## src/rtl/simd_addsub_pkg.sv

```systemverilog
// Shared constants and lane-boundary helper for the SIMD add/sub pipeline.
package simd_addsub_pkg;

    localparam int unsigned WIDTH_DEF  = 64;
    localparam int unsigned SEG_W_DEF  = 16;
    localparam int unsigned MAX_SEG    = 32;

    localparam int unsigned MODE_1LANE = 0;
    localparam int unsigned MODE_2LANE = 1;
    localparam int unsigned MODE_4LANE = 2;

    // Bit k set when segment k is the least-significant segment of its lane.
    function automatic logic [MAX_SEG-1:0] lane_start_mask(input int unsigned mode,
                                                           input int unsigned nseg);
        logic [MAX_SEG-1:0] m;
        int unsigned segs;
        m    = '0;
        segs = nseg >> mode;
        if (segs == 0) segs = 1;
        for (int unsigned k = 0; k < MAX_SEG; k++) begin
            if (k < nseg && (k & (segs - 1)) == 0) m[k] = 1'b1;
        end
        return m;
    endfunction

endpackage

```

## src/rtl/addsub_seg.sv

```systemverilog
// One carry-select segment: sums and carries for carry-in 0 and carry-in 1.
module addsub_seg #(
    parameter int unsigned SEG_W = 16
) (
    input  logic [SEG_W-1:0] a,
    input  logic [SEG_W-1:0] b,
    output logic [SEG_W-1:0] sum0,
    output logic [SEG_W-1:0] sum1,
    output logic             c0,
    output logic             c1
);

    assign {c0, sum0} = {1'b0, a} + {1'b0, b};
    assign {c1, sum1} = {1'b0, a} + {1'b0, b} + (SEG_W + 1)'(1);

endmodule

```

## src/rtl/simd_addsub_pipe.sv

```systemverilog
// Two-stage SIMD add/subtract with per-lane split and valid/ready handshake.
// Optional signed saturation and overflow flags under SIMD_ADDSUB_SAT_EN.
module simd_addsub_pipe
    import simd_addsub_pkg::*;
#(
    parameter  int unsigned WIDTH    = WIDTH_DEF,
    parameter  int unsigned SEG_W    = SEG_W_DEF,
    localparam int unsigned NSEG     = WIDTH / SEG_W,
    localparam int unsigned LOG_NSEG = $clog2(NSEG),
    localparam int unsigned MW       = LOG_NSEG + 1
) (
    input  logic             clk,
    input  logic             rst_n,
    input  logic             in_valid,
    output logic             in_ready,
    input  logic [WIDTH-1:0] a,
    input  logic [WIDTH-1:0] b,
    input  logic [MW-1:0]    mode,
    input  logic [NSEG-1:0]  sub,
`ifdef SIMD_ADDSUB_SAT_EN
    input  logic             sat,
    output logic [NSEG-1:0]  ovf,
`endif
    output logic             out_valid,
    input  logic             out_ready,
    output logic [WIDTH-1:0] sum,
    output logic [NSEG-1:0]  cout
);

    localparam int unsigned LW = LOG_NSEG;

    logic                       s2_accept, s1_load, s1_valid;
    logic [MW-1:0]              mode_c;
    logic [WIDTH-1:0]           b_eff;
    logic [NSEG-1:0][SEG_W-1:0] seg_sum0, seg_sum1;
    logic [NSEG-1:0]            seg_c0, seg_c1;

    logic [NSEG-1:0][SEG_W-1:0] s1_sum0, s1_sum1;
    logic [NSEG-1:0]            s1_c0, s1_c1, s1_sub;
    logic [MW-1:0]              s1_mode;

    logic [MAX_SEG-1:0]         start_mask;
    logic [NSEG:0]              start;
    logic [WIDTH-1:0]           sum_d;
    logic [NSEG-1:0]            cout_d;

    assign s2_accept = !out_valid || out_ready;
    assign in_ready  = !s1_valid || s2_accept;
    assign s1_load   = in_valid && in_ready;
    assign mode_c    = (mode > MW'(LOG_NSEG)) ? MW'(LOG_NSEG) : mode;

    // Lane k applies sub[k]; invert b per segment according to its owning lane.
    always_comb begin
        logic [LW-1:0] ln;
        ln    = '0;
        b_eff = '0;
        for (int unsigned k = 0; k < NSEG; k++) begin
            ln = LW'(k >> (LOG_NSEG - 32'(mode_c)));
            b_eff[k*SEG_W +: SEG_W] = sub[ln] ? ~b[k*SEG_W +: SEG_W] : b[k*SEG_W +: SEG_W];
        end
    end

    for (genvar k = 0; k < NSEG; k++) begin : g_seg
        addsub_seg #(
            .SEG_W (SEG_W)
        ) u_seg (
            .a    (a[k*SEG_W +: SEG_W]),
            .b    (b_eff[k*SEG_W +: SEG_W]),
            .sum0 (seg_sum0[k]),
            .sum1 (seg_sum1[k]),
            .c0   (seg_c0[k]),
            .c1   (seg_c1[k])
        );
    end

`ifdef SIMD_ADDSUB_SAT_EN
    logic            s1_sat;
    logic [NSEG-1:0] s1_a_msb, s1_b_msb, ovf_d, pos_d;
`endif

    always_ff @(posedge clk or negedge rst_n) begin
        if (!rst_n) begin
            s1_valid <= 1'b0;
            s1_sum0  <= '0;
            s1_sum1  <= '0;
            s1_c0    <= '0;
            s1_c1    <= '0;
            s1_sub   <= '0;
            s1_mode  <= '0;
`ifdef SIMD_ADDSUB_SAT_EN
            s1_sat   <= 1'b0;
            s1_a_msb <= '0;
            s1_b_msb <= '0;
`endif
        end else begin
            if (in_ready) s1_valid <= in_valid;
            if (s1_load) begin
                s1_sum0 <= seg_sum0;
                s1_sum1 <= seg_sum1;
                s1_c0   <= seg_c0;
                s1_c1   <= seg_c1;
                s1_sub  <= sub;
                s1_mode <= mode_c;
`ifdef SIMD_ADDSUB_SAT_EN
                s1_sat  <= sat;
                for (int unsigned k = 0; k < NSEG; k++) begin
                    s1_a_msb[k] <= a[k*SEG_W + SEG_W - 1];
                    s1_b_msb[k] <= b_eff[k*SEG_W + SEG_W - 1];
                end
`endif
            end
        end
    end

    assign start_mask = lane_start_mask(32'(s1_mode), NSEG);

    // Ripple the carry-select choice within each lane; lane starts take the sub bit.
    always_comb begin
        logic [LW-1:0]    ln;
        logic             carry, cin;
        logic [SEG_W-1:0] res;
        ln     = '0;
        carry  = 1'b0;
        cin    = 1'b0;
        res    = '0;
        start  = {1'b1, start_mask[NSEG-1:0]};
        sum_d  = '0;
        cout_d = '0;
`ifdef SIMD_ADDSUB_SAT_EN
        ovf_d  = '0;
        pos_d  = '0;
`endif
        for (int unsigned k = 0; k < NSEG; k++) begin
            ln    = LW'(k >> (LOG_NSEG - 32'(s1_mode)));
            cin   = start[k] ? s1_sub[ln] : carry;
            res   = cin ? s1_sum1[k] : s1_sum0[k];
            carry = cin ? s1_c1[k] : s1_c0[k];
            sum_d[k*SEG_W +: SEG_W] = res;
            if (start[k+1]) begin
                cout_d[ln] = carry;
`ifdef SIMD_ADDSUB_SAT_EN
                ovf_d[ln] = (s1_a_msb[k] == s1_b_msb[k]) && (res[SEG_W-1] != s1_a_msb[k]);
                pos_d[ln] = !s1_a_msb[k];
`endif
            end
        end
`ifdef SIMD_ADDSUB_SAT_EN
        for (int unsigned k = 0; k < NSEG; k++) begin
            ln = LW'(k >> (LOG_NSEG - 32'(s1_mode)));
            if (s1_sat && ovf_d[ln]) begin
                if (pos_d[ln]) begin
                    sum_d[k*SEG_W +: SEG_W] = start[k+1] ? {1'b0, {(SEG_W-1){1'b1}}} : '1;
                end else begin
                    sum_d[k*SEG_W +: SEG_W] = start[k+1] ? {1'b1, {(SEG_W-1){1'b0}}} : '0;
                end
            end
        end
`endif
    end

    always_ff @(posedge clk or negedge rst_n) begin
        if (!rst_n) begin
            out_valid <= 1'b0;
            sum       <= '0;
            cout      <= '0;
`ifdef SIMD_ADDSUB_SAT_EN
            ovf       <= '0;
`endif
        end else if (s2_accept) begin
            out_valid <= s1_valid;
            if (s1_valid) begin
                sum  <= sum_d;
                cout <= cout_d;
`ifdef SIMD_ADDSUB_SAT_EN
                ovf  <= ovf_d;
`endif
            end
        end
    end

endmodule
```

## config.mk

```make
export PLATFORM = sky130hd
export DESIGN_NAME = simd_addsub_pipe
export DESIGN_NICKNAME = d
export VERILOG_FILES = /design/src/rtl/simd_addsub_pkg.sv /design/src/rtl/addsub_seg.sv /design/src/rtl/simd_addsub_pipe.sv
export SDC_FILE = /design/constraint.sdc
export NUM_CORES = 1
export LEC_CHECK = 0
export CORE_MARGIN = 3
export CORE_UTILIZATION = 59
export DETAILED_ROUTE_END_ITERATION = 10
export HOLD_SLACK_MARGIN = 0.08
export PLACE_DENSITY = 0.85
export SYNTH_ARGS = -nofsm -noshare
export SYNTH_HDL_FRONTEND = slang
export SYNTH_SLANG_ARGS = --single-unit
export TNS_END_PERCENT = 20
```

## constraint.sdc

```tcl
create_clock -name clk -period 8.8 [get_ports clk]
set_input_delay 2.2 -clock clk [delete_from_list [all_inputs] [get_ports clk]]
set_output_delay 2.2 -clock clk [all_outputs]
set_load 0.05 [all_outputs]
```

==> summary.md, run 1 <==
| Metric | Value |
|---|---|
| Status | `completed` |
| Cell accounting for the most synthesized area | `dfrtp_1` |
| Syn Nets | `about 1.7k` |
| WL/cell | `15.91 um` |
| Number of vias per cell | `5.684` |
| Yosys Warn Count | `0` |
| Top cell type's share of synthesized area | `39.72%` |
| Clk_skew | `around 12 ps` |
| Most common library cells after synthesis | `nand2_1 (367), dfrtp_1 (213), o21ai_0 (161), xor2_1 (92), ha_1 (75)` |
| Drt pass-1 iters | `4` |
| Top cells by area, synth | `dfrtp_1 (40%), nand2_1 (10%), ha_1 (7.0%)` |
| CP Class | `in -> reg` |
| Die area | `24590 um^2` |
| Clk sinks | `213` |
| RSZ-0062 raised after global routing | `false` |
| # diodes | `0` |
| H-tree Lvls | `1` |
| Hold crit path type | `reg -> reg` |
| Worst-path maximum fanout | `6` |
| Number of synthesized flops with an enable pin | `0` |
| PostCTS Resize Cnt | `0` |
| Worst-margin pin slew | `1184 ps` |
| First-pass GRT wire length | `52320 um` |
| Largest net degree at the start of global routing | `132` |
| Count leader, synth | `nand2_1` |
| Async S/R FF share, synth | `100.0%` |
| Worst EP required | `9170 ps` |
| CTS Hold Bufs | `0` |
| Peak Freq | `134.0 MHz` |
| Final WL | `31650 um` |
| Detailed-placement wirelength estimate | `23170 um` |
| Slew Viols, Final | `0` |
| Fin nets | `between 1.5k and 2k` |
| Register area share after synthesis | `approximately two fifths` |
| Netlist cell types | `72` |
| Port Buf Inserts | `~210` |
| DRC | `0` |
| IO Pins | `209` |
| Main flop type after synthesis | `dfrtp_1` |
| Starting DRT DRC Count | `690` |
| Row cnt | `between 50 and 60` |
| Min cycle time layout | `7464 ps` |
| Root buffer cell | `clkbuf_16` |
| Tot Pwr | `4793 uW` |
| Routability cong. | `0.8663` |
| CTS tree | `built` |
| Core Area | `22090 um^2` |
| Maximum VDD drop | `0.0001613 V` |
| Tot GR Track Use | `25.26%` |
| Slew margin rel. | `21.08%` |
| Chip height | `156.8 um` |
| Crit start category | `input pin` |
| GRT overflow | `0` |
| Syn Inst Count | `between 1.5k and 2k` |
| Final Hold Vio Count | `0` |
| Max Cap Violations | `0` |
| CTS buffer count | `22` |
| Initial core utilization | `about 60%` |
| Endpoint type of the worst setup path | `flop` |
| Worst-path clk slew | `roughly 60 ps` |
| Die Wd | `approximately 160 um` |
| Final setup viols | `0` |
| Share of layout cells above drive strength 1 | `~4.5%` |
| Max clock buf depth | `3` |
| Leakage power | `0.007390 uW` |
| Mapped Area | `13420 um^2` |
| Post-CTS setup buffers | `0` |
| Clock Latency Late Sink | `~500 ps` |
| Initial antenna violation count | `1` |
| Vias in the first global route | `11.13k` |
| Layout area overhead | `22.64%` |
| Fin crit share | `a little over four fifths` |
| Crit path DAT | `approximately 7800 ps` |
| PD cells | `291.2 nW/um^2` |
| Final setup TNS | `0 ps` |
| ANT nets after route | `0` |
| Routed vias | `11.31k` |
| Flops & latches, synth | `about 210` |
| Synth Area per Inst | `between 8 and 9 um^2` |
## routing by layer
| metal | track usage, % | vias to the layer above | routed length, um | part of all wire (%) |
|---|---|---|---|---|
| met5 | 0 | - | 13 | 0.041 |
| met4 | 6.794 | 2 | 650 | 2.1 |
| met3 | 2.793 | 57 | 1369 | 4.3 |
| met2 | 43.68 | 277 | 15720 | 50 |
| met1 | 33.87 | 5363 | 13890 | 44 |
| li1 | - | 5613 | - | - |
## registers in the layout, indices dropped and copies added (netlist names)
register and cells:
s1_c0 4, s1_valid 1, out_valid 1, s1_sum0 64, sum 64, s1_sub 4, cout 4, s1_sum1 64
s1_c1 4, s1_mode 3
## worst max-delay path, stage by stage
cell and delay, ps:
clkdlybuf4s50_1 400, nor2_1 290, nand2_1 210, ha_1 330, nor3_1 280, a21boi_0 400
a21oi_2 230, xor2_1 200, ha_1 250, fa_1 420, a211oi_2 350, nor2_1 190
nor4b_2 380, nand4b_1 160, and4bb_2 390, nor4b_4 330, nand3_2 120, or3_1 370
a221o_1 330
## cell type report
class | count | area [um^2]
Sequential cell | 213 | 5330
Clock buffer | 30 | 641.9
Fill cell | 1665 | 5635
Timing Repair Buffer | 219 | 2168
Clock inverter | 9 | 123.9
Inverter | 24 | 90.09
Multi-Input combinational cell | 1215 | 7754
Tap cell | 280 | 350.3
## through the flow
step	worst slack [ps]	std cells	hold slack (ps)	utilization [%]	cell area, um^2
floorplan	1602	1523	438.0	-	13420
global placement	1090	1951	451.3	71.03	15690
detailed placement	853.9	1951	455.8	71.03	15690
CTS	1368	1990	469.8	74.49	16460
global route	843.4	1990	493.5	74.49	16460
finish	1336	1990	463.6	74.49	16460
## power by group
part	leakage (uW)	total [uW]	internal [uW]	switching, uW
Combinational	0.00438	2270	849	1420
Sequential	0.00263	1550	1340	211
Clock	0.000382	979	598	381
Total	0.00739	4790	2780	2010
## placed cells by master, fill, tap and decap left out, types with 13 or more instances in the layout
master / n
and3_1: 14
dfrtp_1: 213
o21ai_0: 161
clkbuf_16: 23
nand3_1: 31
a211oi_1: 14
xor2_1: 92
inv_1: 24
mux2i_1: 71
a21oi_1: 36
xnor2_1: 65
nor3_1: 22
nor2_1: 58
a21o_1: 13
nand2_1: 365
clkdlybuf4s50_1: 207
o21a_1: 13
ha_1: 75
o21ai_1: 16
## cells by family after synthesis
family / Yosys count / synth area share [%]
simple gates: 573 / 19.13
buf+inv: 95 / 2.788
fa+ha+maj: 79 / 7.589
mux: 77 / 5.780
xor+xnor: 157 / 10.25
compound gates: 329 / 14.75
flops: 213 / 39.72
## final timing paths
path | from | endpoint | slack (ps) | cells past startpoint
min | s1_c0[0] | s1_c0[0] | 460 | 2
max | mode[2] | s1_c1[2] | 1340 | 19
min reg2reg | s1_c0[0] | s1_c0[0] | 460 | 2
max reg2reg | s1_mode[1] | cout[1] | 4570 | 13
min in group asynchronous | rst_n | sum[41] | 1770 | 1
max in group asynchronous | rst_n | s1_sum1[3] | 5620 | 2
Note: power is estimated with default switching activity, not from simulation.
==> run 2: changes to the inputs <==
- CORE_UTILIZATION: 59 -> 50
- PLACE_DENSITY: 0.85 -> 0.77
- clock period: 8.8 -> 6.41 ns (I/O delays scaled with it)
==> run 2 against run 1 <==
Hold slack better by 7.6 ps; routed wire length up 1.1%; clock-buffer cell count up 1; sequential share of layout area shrank 1.6 points; die area up 17%.
==> summary.md, run 2 (synthesis results as in run 1) <==
| Metric | Value |
|---|---|
| Status | `completed (unchanged)` |
| Die area | `28840 um^2 (was 24590 um^2)` |
| Register share of total power | `31.1% (was 32.3%)` |
| Worst-path clk slew | `60 ps (about the same)` |
| Starting DRT DRC Count | `607 (was 690)` |
| Clock power frac | `19.4% (was 20.4%)` |
| Switching Share | `40.95% (was 41.92%)` |
| Post-CTS setup buffers | `0 (unchanged)` |
| RSZ-0062 raised after global routing | `false (unchanged)` |
| Multi-input logic area | `7799 um^2 (was 7754 um^2)` |
| ANT nets after route | `0 (unchanged)` |
| Fillers | `2159 (was 1665)` |
| Maximum VDD drop | `0.0002360 V (was 0.0001613 V)` |
| # diodes | `0 (unchanged)` |
| Routed vias | `11.48k (was 11.31k)` |
| Net Switching | `2781 uW (was 2009 uW)` |
| CTS tree | `built (unchanged)` |
| Final WL | `32000 um (was 31650 um)` |
| Hold crit path type | `reg -> reg (unchanged)` |
| Commonest non-fill, non-tap cells in the layout | `nand2_1 (365), dfrtp_1 (213), clkdlybuf4s50_1 (207) (unchanged)` |
| IO Pins | `209 (unchanged)` |
| Clock Latency Late Sink | `500 ps (about the same)` |
| CP Class | `in -> reg (unchanged)` |
| Clk sinks | `213 (unchanged)` |
| CTS buffer count | `23 (was 22)` |
| Largest net degree at the start of global routing | `147 (was 132)` |
| Initial antenna violation count | `2 (was 1)` |
| Die Wd | `169.8 um (was 156.8 um)` |
| Vias in the first global route | `11.28k (was 11.13k)` |
| Slew Viols, Final | `0 (unchanged)` |
| DP Area | `16540 um^2 (was 15690 um^2)` |
| Tot Pwr | `6792 uW (was 4793 uW)` |
| Crit start category | `input pin (unchanged)` |
| Detailed-placement wirelength estimate | `23990 um (was 23170 um)` |
| Comb power frac | `49.6% (was 47.3%)` |
| First-pass GRT wire length | `52970 um (was 52320 um)` |
| Chip height | `169.8 um (was 156.8 um)` |
| Final Hold Vio Count | `0 (unchanged)` |
| Endpoint type of the worst setup path | `flop (unchanged)` |
| Register area | `5330 um^2 (unchanged)` |
| Clk_skew | `11.18 ps (was 12.21 ps)` |
| Routability cong. | `0.8833 (was 0.8663)` |
| DRC | `0 (unchanged)` |
| Row cnt | `59 (was 54)` |
| Design area | `17320 um^2 (was 16460 um^2)` |
| Worst EP required | `6790 ps (was 9170 ps)` |
| Layout area overhead | `29.07% (was 22.64%)` |
| Slew margin rel. | `28.96% (was 21.08%)` |
| Worst-margin pin slew | `1066 ps (was 1184 ps)` |
| Crit path DAT | `6480 ps (was 7840 ps)` |
| Core Area | `26210 um^2 (was 22090 um^2)` |
| Crit path max-delay cell type | `or4b_1 (was fa_1)` |
| WL/cell | `14.92 um (was 15.91 um)` |
| Final setup viols | `0 (unchanged)` |
| GRT overflow | `0 (unchanged)` |
| Worst path max stage delay | `520 ps (was 420 ps)` |
| Min cycle time layout | `~6100 ps` |
| Number of vias per cell | `5.355 (was 5.684)` |
| Drt pass-1 iters | `5 (was 4)` |
| Peak Freq | `163.8 MHz` |
| Root buffer cell | `clkbuf_16 (unchanged)` |
| Port Buf Inserts | `208 (unchanged)` |
| Max clock buf depth | `3 (unchanged)` |
| Initial core utilization | `51.21% (was 60.74%)` |
| CTS Hold Bufs | `0 (unchanged)` |
| Critical path's most frequent cell | `buf_4` |
| PD cells | `392.1 nW/um^2 (was 291.2 nW/um^2)` |
| FF-to-FF setup slack | `2290 ps (was 4570 ps)` |
| Fin crit share | `95.23%` |
| Worst-path maximum fanout | `6 (unchanged)` |
| H-tree Lvls | `1 (unchanged)` |
| Max Cap Violations | `0 (unchanged)` |
| Tot GR Track Use | `21.81% (was 25.26%)` |
| Leakage power | `0.007877 uW (was 0.007390 uW)` |
| Leading cell type in the layout, fill and taps excluded | `nand2_1 (unchanged)` |
| Int Pwr | `4011 uW (was 2784 uW)` |
| Registers with the most flip-flops | `s1_sum0 x64, s1_sum1 x64, sum x64 (unchanged)` |
| Fin nets | `2014 (was 1913)` |
| Share of layout cells above drive strength 1 | `9.840% (was 4.503%)` |
run 2: cell count changes in the layout (fill, tap and decap cells not counted), moves of 2 or more:
cell,delta
buf_12,+2
clkbuf_8,-2
clkinv_2,-2
a2111oi_0,-2
buf_4,+98
clkbuf_1,+3
run 2: cell type report:
cell class	count	area share, %
Tap cell	335	2.420
Timing Repair Buffer	319	17.00
Inverter	24	0.5201
Clock inverter	7	0.6573
Multi-Input combinational cell	1215	45.02
Sequential cell	213	30.77
Clock buffer	31	3.612
run 2: metrics by stage:
stage / cells / util, % / setup TNS, ps / setup WS [ps] / hold WS [ps]
floorplan: 1523 / - / -22.54 / -22.54 / 438.0
global placement: 2106 / 63.10 / -133.8 / -133.8 / 448.9
detailed placement: 2106 / 63.10 / -1333 / -302.9 / 460.7
CTS: 2144 / 65.93 / 0 / 215.9 / 473.8
global route: 2144 / 66.10 / 0 / 30.70 / 492.3
finish: 2144 / 66.10 / 0 / 306.0 / 471.2
run 2: power groups by stage:
stage                     Sequential, uW  Clock (uW)  Combinational [uW]
final                               2110        1320                3370
after global placement              2110           0                3290
after CTS                           2110        1350                3370
after floorplan                     2720           0                1560
after global routing                2170        1400                3670
after detailed placement            2130           0                3360
run 2: what timing repair did:
action / 4_1_cts / 5_1_grt
gates resized for setup: 0 / 10
endpoints found under the setup margin: 0 / 11
endpoints found under the hold margin: 0 / 0
run 2: worst max-delay path: cells and delay by family:
kind | cells | cell delay [ps]
buffers and inverters | 7 | 1250
AO/OA/AOI/OAI | 4 | 720
adder cells (fa/ha/maj) | 3 | 650
AND/OR/NAND/NOR | 10 | 2090
XOR/XNOR | 1 | 150
run 2: final timing paths:
path	startpoint	depth (start not counted)	end
min reg2reg	s1_sum0[23]	2	s1_sum0[23]
min in group asynchronous	rst_n	1	s1_sum1[41]
max reg2reg	s1_mode[1]	13	cout[1]
min	s1_sum0[23]	2	s1_sum0[23]
max	mode[2]	25	s1_c1[2]
max in group asynchronous	rst_n	2	s1_sub[0]
run 2: per-layer routing:
layer / global-route usage, % / up-vias / share of wire, %
met3: 2.880 / 49 / 3.3
met4: 5.121 / 4 / 2.1
li1: - / 5820 / -
met1: 28.52 / 5403 / 45
met5: 0 / - / 0.084
met2: 38.62 / 205 / 49
==> run 3: changes to the inputs <==
- CAP_MARGIN: unset -> 20
==> results of run 3 <==
The final DEF is identical to that of run 2; final timing and power are the same.
